$ cat config.mk
export PLATFORM = sky130hd
export DESIGN_NAME = regread_alu
export DESIGN_NICKNAME = d
export VERILOG_FILES = /design/src/rtl/regread_alu.sv
export SDC_FILE = /design/constraint.sdc
export NUM_CORES = 1
export LEC_CHECK = 0
export BUFFER_PORTS_ARGS = -buffer_cell sky130_fd_sc_hd__buf_2
export CAP_MARGIN = 0
export CORE_AREA = 3 3 168 170
export DETAILED_ROUTE_END_ITERATION = 10
export DIE_AREA = 0 0 171 173
export GPL_TIMING_DRIVEN = 1
export HOLD_SLACK_MARGIN = 0.1
export PLACE_DENSITY = 0.57
export SETUP_SLACK_MARGIN = 0.4
export SYNTH_ARGS = -nofsm -noshare
export SYNTH_HDL_FRONTEND = slang
export SYNTH_SLANG_ARGS = --single-unit
$ cat constraint.sdc
create_clock -name i_clk -period 2.4 [get_ports i_clk]
set_input_delay 0.24 -clock i_clk [delete_from_list [all_inputs] [get_ports i_clk]]
set_output_delay 0.24 -clock i_clk [all_outputs]
set_load 0.05 [all_outputs]
$ cat src/rtl/regread_alu.sv
// Register-read stage between the issue queue and executeALU: reads sources from the RF,
// overrides them with bypass data, holds the uop across execute stalls, and tracks branch kill/resolve.
module regread_alu #(
  parameter int WIDTH_BRM = 4,
  parameter int WIDTH_REG = 7,
  localparam int WIDTH = 1 + 7 + WIDTH_BRM + WIDTH_REG + 10 + 4 * 32
) (
  input  logic                   i_clk,
  input  logic                   i_rst,
  input  logic                   i_valid,
  output logic                   o_ready,
  input  logic [6:0]             i_uop,
  input  logic [WIDTH_BRM-1:0]   i_brmask,
  input  logic [WIDTH_REG-1:0]   i_rd,
  input  logic [WIDTH_REG-1:0]   i_rs1,
  input  logic [WIDTH_REG-1:0]   i_rs2,
  input  logic [31:0]            i_pc,
  input  logic [31:0]            i_imm,
  input  logic [9:0]             i_func,
  output logic [WIDTH_REG-1:0]   o_rs1_addr,
  output logic [WIDTH_REG-1:0]   o_rs2_addr,
  input  logic [31:0]            i_rs1_data,
  input  logic [31:0]            i_rs2_data,
  input  logic [32+WIDTH_REG:0]  i_bypass0,
  input  logic [32+WIDTH_REG:0]  i_bypass1,
  input  logic                   i_br_kill,
  input  logic [WIDTH_BRM-1:0]   i_br_kill_mask,
  input  logic                   i_br_done,
  input  logic [WIDTH_BRM-1:0]   i_br_done_mask,
  input  logic                   i_ex_ready,
  output logic [WIDTH-1:0]       o_instr
);

  // Handshake: a uop moves in on i_valid & o_ready; the packet leaves whenever i_ex_ready is high.
  logic                 s_val;
  logic [6:0]           s_uop;
  logic [WIDTH_BRM-1:0] s_brmask;
  logic [WIDTH_REG-1:0] s_rd, s_rs1, s_rs2;
  logic [31:0]          s_pc, s_imm;
  logic [9:0]           s_func;
  logic                 s_cap1, s_cap2;
  logic [31:0]          s_cap1_d, s_cap2_d;

  logic                 kill_hit, accept, accept_kill;
  logic [WIDTH_BRM-1:0] done_clr, brmask_out;
  logic [32:0]          byp1, byp2;
  logic [31:0]          op1, op2;

  // Returns {hit, data}; bypass0 wins, and p0 is never forwarded.
  function automatic logic [32:0] bypass_pick(input logic [WIDTH_REG-1:0] rs,
                                              input logic [32+WIDTH_REG:0] b0,
                                              input logic [32+WIDTH_REG:0] b1);
    logic [32:0] r;
    r = '0;
    if (rs != '0) begin
      if (b0[32+WIDTH_REG] && (b0[31+WIDTH_REG:32] == rs))      r = {1'b1, b0[31:0]};
      else if (b1[32+WIDTH_REG] && (b1[31+WIDTH_REG:32] == rs)) r = {1'b1, b1[31:0]};
    end
    return r;
  endfunction

  always_comb begin
    done_clr    = i_br_done ? i_br_done_mask : '0;
    brmask_out  = s_brmask & ~done_clr;
    kill_hit    = s_val & i_br_kill & (|(s_brmask & i_br_kill_mask));
    accept_kill = i_br_kill & (|(i_brmask & i_br_kill_mask));
    o_ready     = ~s_val | i_ex_ready | kill_hit;
    accept      = i_valid & o_ready;
    byp1        = bypass_pick(s_rs1, i_bypass0, i_bypass1);
    byp2        = bypass_pick(s_rs2, i_bypass0, i_bypass1);
    op1         = s_cap1 ? s_cap1_d : byp1[32] ? byp1[31:0] : (s_rs1 == '0) ? 32'h0 : i_rs1_data;
    op2         = s_cap2 ? s_cap2_d : byp2[32] ? byp2[31:0] : (s_rs2 == '0) ? 32'h0 : i_rs2_data;
  end

  assign o_rs1_addr = s_rs1;
  assign o_rs2_addr = s_rs2;
  assign o_instr    = {s_val & ~kill_hit, s_uop, brmask_out, s_rd, s_pc, s_func, s_imm, op2, op1};

  always_ff @(posedge i_clk) begin
    if (i_rst) begin
      s_val    <= 1'b0;
      s_uop    <= '0;
      s_brmask <= '0;
      s_rd     <= '0;
      s_rs1    <= '0;
      s_rs2    <= '0;
      s_pc     <= '0;
      s_func   <= '0;
      s_imm    <= '0;
      s_cap1   <= 1'b0;
      s_cap2   <= 1'b0;
      s_cap1_d <= '0;
      s_cap2_d <= '0;
    end else if (accept) begin
      s_val    <= ~accept_kill;
      s_uop    <= i_uop;
      s_brmask <= i_brmask & ~done_clr;
      s_rd     <= i_rd;
      s_rs1    <= i_rs1;
      s_rs2    <= i_rs2;
      s_pc     <= i_pc;
      s_func   <= i_func;
      s_imm    <= i_imm;
      s_cap1   <= 1'b0;
      s_cap2   <= 1'b0;
    end else begin
      if (kill_hit || (s_val && i_ex_ready)) s_val <= 1'b0;
      s_brmask <= brmask_out;
      // A bypass only pulses once, so a stalled uop must latch it or lose the value.
      if (s_val && !i_ex_ready && !s_cap1 && byp1[32]) begin
        s_cap1   <= 1'b1;
        s_cap1_d <= byp1[31:0];
      end
      if (s_val && !i_ex_ready && !s_cap2 && byp2[32]) begin
        s_cap2   <= 1'b1;
        s_cap2_d <= byp2[31:0];
      end
    end
  end

endmodule

## Word-level counts from Yosys, hierarchy flattened

Cells that the tools add are included.

- Bits in registers: 173
- Input port bits: 264
- Output and inout bits: 172
- Word-level logic and storage cells: 73

- Eq/ne operators: 4
- Mux-type cells: 16
- Bitwise gates (word level): 16
- Reductions and logical operators: 24

Operators by type and width:

| cell | count |
|---|---|
| 2-to-1 mux 33 bit | 6 |
| 2-to-1 mux 32 bit | 6 |
| equality test 7 bit | 4 |
| bitwise AND 4 bit | 4 |
| zero test 7 bit | 2 |
| nonzero test 7 bit | 2 |
| logical AND 1 bit | 10 |
| 2-to-1 mux 4 bit | 2 |
| OR reduction 4 bit | 2 |
| bitwise AND 1 bit | 5 |
| inverter 1 bit | 4 |
| inverter 4 bit | 1 |
| AND reduction 2 bit | 2 |
| zero test 1 bit | 3 |
| 2-to-1 mux 1 bit | 2 |
| OR 1 bit | 2 |
| nonzero test 2 bit | 1 |
| OR reduction 2 bit | 1 |
| logical OR 1 bit | 1 |

## Logic depth before layout (Yosys ltp)

- Depth after elaboration: 7
- Depth in mapped cells: 8
- Depth with buffers taken out: 6

## Worst setup path after synthesis

OpenSTA, ideal clock, no wires.

- Path type: register -> output
- Start: reg s_rs2[1], in the netlist o_rs2_addr[1]
- End: out o_instr[32]
- Arrival time: 2.978 ns
- Required time: 2.160 ns
- Slack: -0.818 ns
- Stages on the path, launching flop included: 8
- Buffers on the path: 1
- Cell sequence: dfxtp_1 xnor2_1 nand4_1 nor3_1 clkbuf_1 and3_1 a21oi_1 o21ai_0

- Cells in the longest elaborated chain, start to end: 7
- Elaborated cells on any way between the ends: 12
- Those cells by class: eq/ne: 2; mux: 6; reduce/logical: 4

Ends and longest elaborated chain:

| item | line | source |
|---|---|---|
| start: declaration | 38 | `logic [WIDTH_REG-1:0] s_rd, s_rs1, s_rs2;` |
| start signal: assignment | 100 | `s_rs2 <= i_rs2;` |
| equality test 7 bit | 57 | `else if (b1[32+WIDTH_REG] && (b1[31+WIDTH_REG:32] == rs)) r = {1'b1, b1[31:0]};` |
| logical AND 1 bit | 57 |  |
| 2-to-1 mux 33 bit | 57 |  |
| 2-to-1 mux 33 bit | 56 | `if (b0[32+WIDTH_REG] && (b0[31+WIDTH_REG:32] == rs)) r = {1'b1, b0[31:0]};` |
| 2-to-1 mux 33 bit | 55 | `if (rs != '0) begin` |
| 2-to-1 mux 32 bit * (2 in a row) | 72 | `op2 = s_cap2 ? s_cap2_d : byp2[32] ? byp2[31:0] : (s_rs2 == '0) ? 32'h0 : i_rs2_data;` |
| end: declaration | 31 | `output logic [WIDTH-1:0] o_instr` |

Mark *: on every way between the ends. The rest lies on a longest branch, timed or not.

## Final worst setup path

- Start: reg s_rs1[2], in the netlist o_rs1_addr[2]
- End: out o_instr[13]

- Cells in the longest elaborated chain, start to end: 7
- Elaborated cells on any way between the ends: 12
- Those cells by class: eq/ne: 2; mux: 6; reduce/logical: 4

Ends and longest elaborated chain:

| item | line | source |
|---|---|---|
| start: declaration | 38 |  |
| start signal: assignment | 99 | `s_rs1 <= i_rs1;` |
| equality test 7 bit | 57 |  |
| logical AND 1 bit | 57 |  |
| 2-to-1 mux 33 bit | 57 |  |
| 2-to-1 mux 33 bit | 56 |  |
| 2-to-1 mux 33 bit | 55 |  |
| 2-to-1 mux 32 bit * (2 in a row) | 71 | `op1 = s_cap1 ? s_cap1_d : byp1[32] ? byp1[31:0] : (s_rs1 == '0) ? 32'h0 : i_rs1_data;` |

Marks and branches as above.

==> results_dict.tcl <==
set metrics [dict create \
    avgSynthCellArea_um2 8.33 \
    synth-simple-area-share_pct 17.2 \
    first_global_vias 10300 \
    worstPathMaxFanout 8 \
    drc 0 \
    switchingPower_w 0.00339 \
    maxCapViolCount 0 \
    crit_type "register to output pin" \
    layout-drive-gt1-share_pct 55.2 \
    cts_tree "built" \
    cts_buffers 17 \
    ys_ff_latch 173 \
    dpl.hpwl_um 26300 \
    drtIter0Drc 771 \
    synth_fa_ha_area_share_pct 0 \
    multi_input_area_um2 6010 \
    drv_slew 0 \
    die_h_um 173 \
    io_buffers 435 \
    cts.sinks 173 \
    grt.total_usage_pct 25.8 \
    layout_min_cycle_time_ns 2.76 \
    syn_nets 1221 \
    pwr_density_cell_nw_per_um2 559 \
    synthMuxAreaShare_pct 4.28 \
    fin_nets 1852 \
    via_per_inst 5.32 \
    clkPwrFrac_pct 32.1 \
    critical_path_arrival_ns 2.52 \
    clockBufferDepth 2 \
    crit_path_top_delay_cell "dfxtp_4" \
    grt_pass1_wl_um 59800 \
    yosysSeqAreaShare_pct 43.4 \
    p_int_w 0.00562 \
    ir_worst_vdd_mv 0.302 \
    core_area_um2 26900 \
    worstPathRequired_ns 2.16 \
    hold_viol 0 \
    synth_top_family_by_area "compound AO/OA/AOI/OAI gates" \
    comb_power_share_pct 34.1 \
    cp_cell_sequence "xnor2_2, nand4_1, nor2_4, buf_12, buf_12, buf_16, mux2i_4, nor3_2, a221o_2, buf_8" \
    crit_top_cell "buf_12" \
    slew-limit-headroom_pct 24.3 \
    critPathMaxStageDelay_ns 0.36 \
    utilization_pct 60.0 \
    rsz0062_at_grt "yes" \
    clkTransAtPathRegs_ns 0.08 \
    min_period_over_period_pct 115 \
    fill_cells 2194 \
    synth_area_um2 7970 \
    worst_pin_slew_ns 1.13 \
    area_delta_synth_final_pct 102 \
    rows 60 \
    swShare_pct 37.6 \
    setup-tns-final_ns -23.98 \
    crit_path_start_kind "register" \
    seq_power_share_pct 33.8 \
    violations "setup timing" \
    cts-root-buf "clkbuf_16" \
    fin_worst_skew_ns 0.0174 \
    die-area_um2 29600 \
    regArea_um2 3520 \
    finalSetupViolations 94 \
    netlist-cell-type-count 40 \
    cpLargestDelayFamily "buffers and inverters" \
    fmax_mhz 362 \
    synth_xor_area_share_pct 3.08 \
    worstSkewPairLatency_ns 0.43 \
    synth_warnings 0 \
    htree_levels 4 \
    hp-class "primary input to register" \
    grt-ovfl-total 0 \
    synth_compound_area_share_pct 27.5 \
    path_buf_inv 4 \
    die_x_um 171 \
    vias 10400 \
    syn_inst 957 \
    dr.pass1.iters 5 \
    routed_wl_um 42700 \
    routabilityCongestion 0.875 \
    run_status "complete, but fails checks" \
    end_kind "output pin" \
    initial_core_util_pct 29.7 \
    worst_slack_ns -0.363 \
    postRouteAntennaNets 0 \
    grt_start_max_net_pins 58 \
    pin_count 436 \
    grt_antenna_before_repair 5 \
    leakagePower_nw 6.80 \
    wl_per_cell_um 22.0 \
]
[per-layer routing]
metal	global-route usage [%]	vias to the layer above	wire length, um
li1	-	4735	-
met1	30.3	5020	16600
met2	46.0	513	21700
met3	5.65	83	2910
met4	9.32	2	1520
met5	0	-	13
[final cells by class]
type / count / share of cell area (%)
Clock buffer: 18 / 2.73
Sequential cell: 173 / 21.8
Inverter: 2 / 0.0466
Tap cell: 341 / 2.65
Multi-Input combinational cell: 701 / 37.3
Clock inverter: 14 / 1.04
Antenna cell: 4 / 0.0621
Timing Repair Buffer: 693 / 34.3
[cells by family after synthesis]
| group | Yosys count |
|---|---|
| AO/OA/AOI/OAI | 319 |
| XOR/XNOR | 28 |
| buffers and inverters | 87 |
| flip-flops | 173 |
| multiplexers | 34 |
| AND/OR/NAND/NOR | 316 |
[flip-flops by register name, summed over array words and instances, names as in the netlist, 4 cells and up]
signal and cells:
s_rd 7, s_func 10, o_rs2_addr 7, s_uop 7
s_cap2_d 32, s_pc 32, s_cap1_d 32, o_rs1_addr 7
s_brmask 4, s_imm 32
[metrics by stage]
stage          hold slack, ns  std cells  worst slack, ns  power [W]  area (um2)
4_1_cts                 0.101       1905           -0.364    0.00887       15100
3_3_place_gp            0.438       1700           -0.236    0.00544       11500
2_1_floorplan           0.351        957            0.266    0.00467        8680
6_report                0.119       1946           -0.363    0.00902       16100
5_1_grt                 0.118       1945           -0.452    0.00932       16100
3_5_place_dp            0.444       1700           -0.277    0.00545       11500
[worst register-to-register path: cells and delay by family, from the launching register on]
| family | cells | cell delay, ns |
|---|---|---|
| xor gates and xnor gates | 1 | 0.13 |
| buffers and inverters | 5 | 0.74 |
| AOI/OAI and AO/OA | 1 | 0.15 |
| and+or+nand+nor | 4 | 1.22 |
| DFF | 1 | 0.38 |
[Yosys cell counts (all sizes together)]
cell type | n | area, um2
nand2b | 2 | 12.5
and3 | 30 | 188
a221o | 31 | 310
nor3 | 37 | 185
inv | 2 | 7.51
a22o | 4 | 35.0
or3 | 1 | 11.3
mux2 | 1 | 11.3
nand2 | 224 | 841
clkbuf | 70 | 263
a21o | 2 | 15.0
or2 | 1 | 6.26
nor2 | 8 | 40.0
o211a | 1 | 10.0
xnor2 | 28 | 245
o2bb2ai | 62 | 606
a211oi | 1 | 12.5
nor4 | 2 | 12.5
nor2b | 1 | 6.26
buf | 15 | 88.8
a31oi | 1 | 6.26
or4b | 1 | 13.8
o21ai | 38 | 190
or4 | 1 | 7.51
mux2i | 33 | 330
and2 | 1 | 6.26
a21oi | 138 | 691
a21boi | 4 | 30.0
o31ai | 2 | 15.0
nand4 | 7 | 43.8
o31a | 1 | 8.76
a221oi | 4 | 35.0
dfxtp | 173 | 3460
a22oi | 30 | 225
[worst paths after layout]
kind / from / end / slack [ns] / depth (start not counted)
max reg2reg: o_rs2_addr[0] / s_cap2_d[26] / -0.27 / 11
min: i_bypass1[8] / s_cap1_d[8] / 0.12 / 3
max: o_rs1_addr[2] / o_instr[13] / -0.36 / 10
min reg2reg: s_uop[0] / s_uop[0] / 0.45 / 2
[cell usage in the layout (no fill, tap or decap), drive strengths merged, types with 2 or more instances in the layout]
master / Yosys / final
buf: 15 / 571
nand2: 224 / 224
dfxtp: 173 / 173
a21oi: 138 / 138
dlygate4sd3: 0 / 118
o2bb2ai: 62 / 62
o21ai: 38 / 38
nor3: 37 / 37
mux2i: 33 / 33
a221o: 31 / 31
a22oi: 30 / 30
and3: 30 / 30
xnor2: 28 / 28
clkbuf: 70 / 21
nor2: 8 / 12
inv: 2 / 10
nand4: 7 / 7
clkinv: 0 / 6
diode: 0 / 4
a21boi: 4 / 4
a22o: 4 / 4
a221oi: 4 / 4
nor4: 2 / 2
a21o: 2 / 2
o31ai: 2 / 2
nand2b: 2 / 2
[power groups by stage]
stage / clock [W] / sequential, W / combinational (W)
2_1_floorplan: 0 / 0.00346 / 0.00122
3_3_place_gp: 0 / 0.00310 / 0.00233
3_5_place_dp: 0 / 0.00311 / 0.00234
4_1_cts: 0.00294 / 0.00304 / 0.00288
5_1_grt: 0.00305 / 0.00306 / 0.00320
6_report: 0.00290 / 0.00305 / 0.00307
[repair_timing]
action,4_1_cts,5_1_grt
gates resized for setup,264,120
hold endpoints to repair,113,0
pin swaps,76,50
cloned,13,7
endpoints found under the setup margin,129,182
setup buffers,42,30
hold buffers,118,0
No activity file was read; power rests on OpenSTA's default activity.
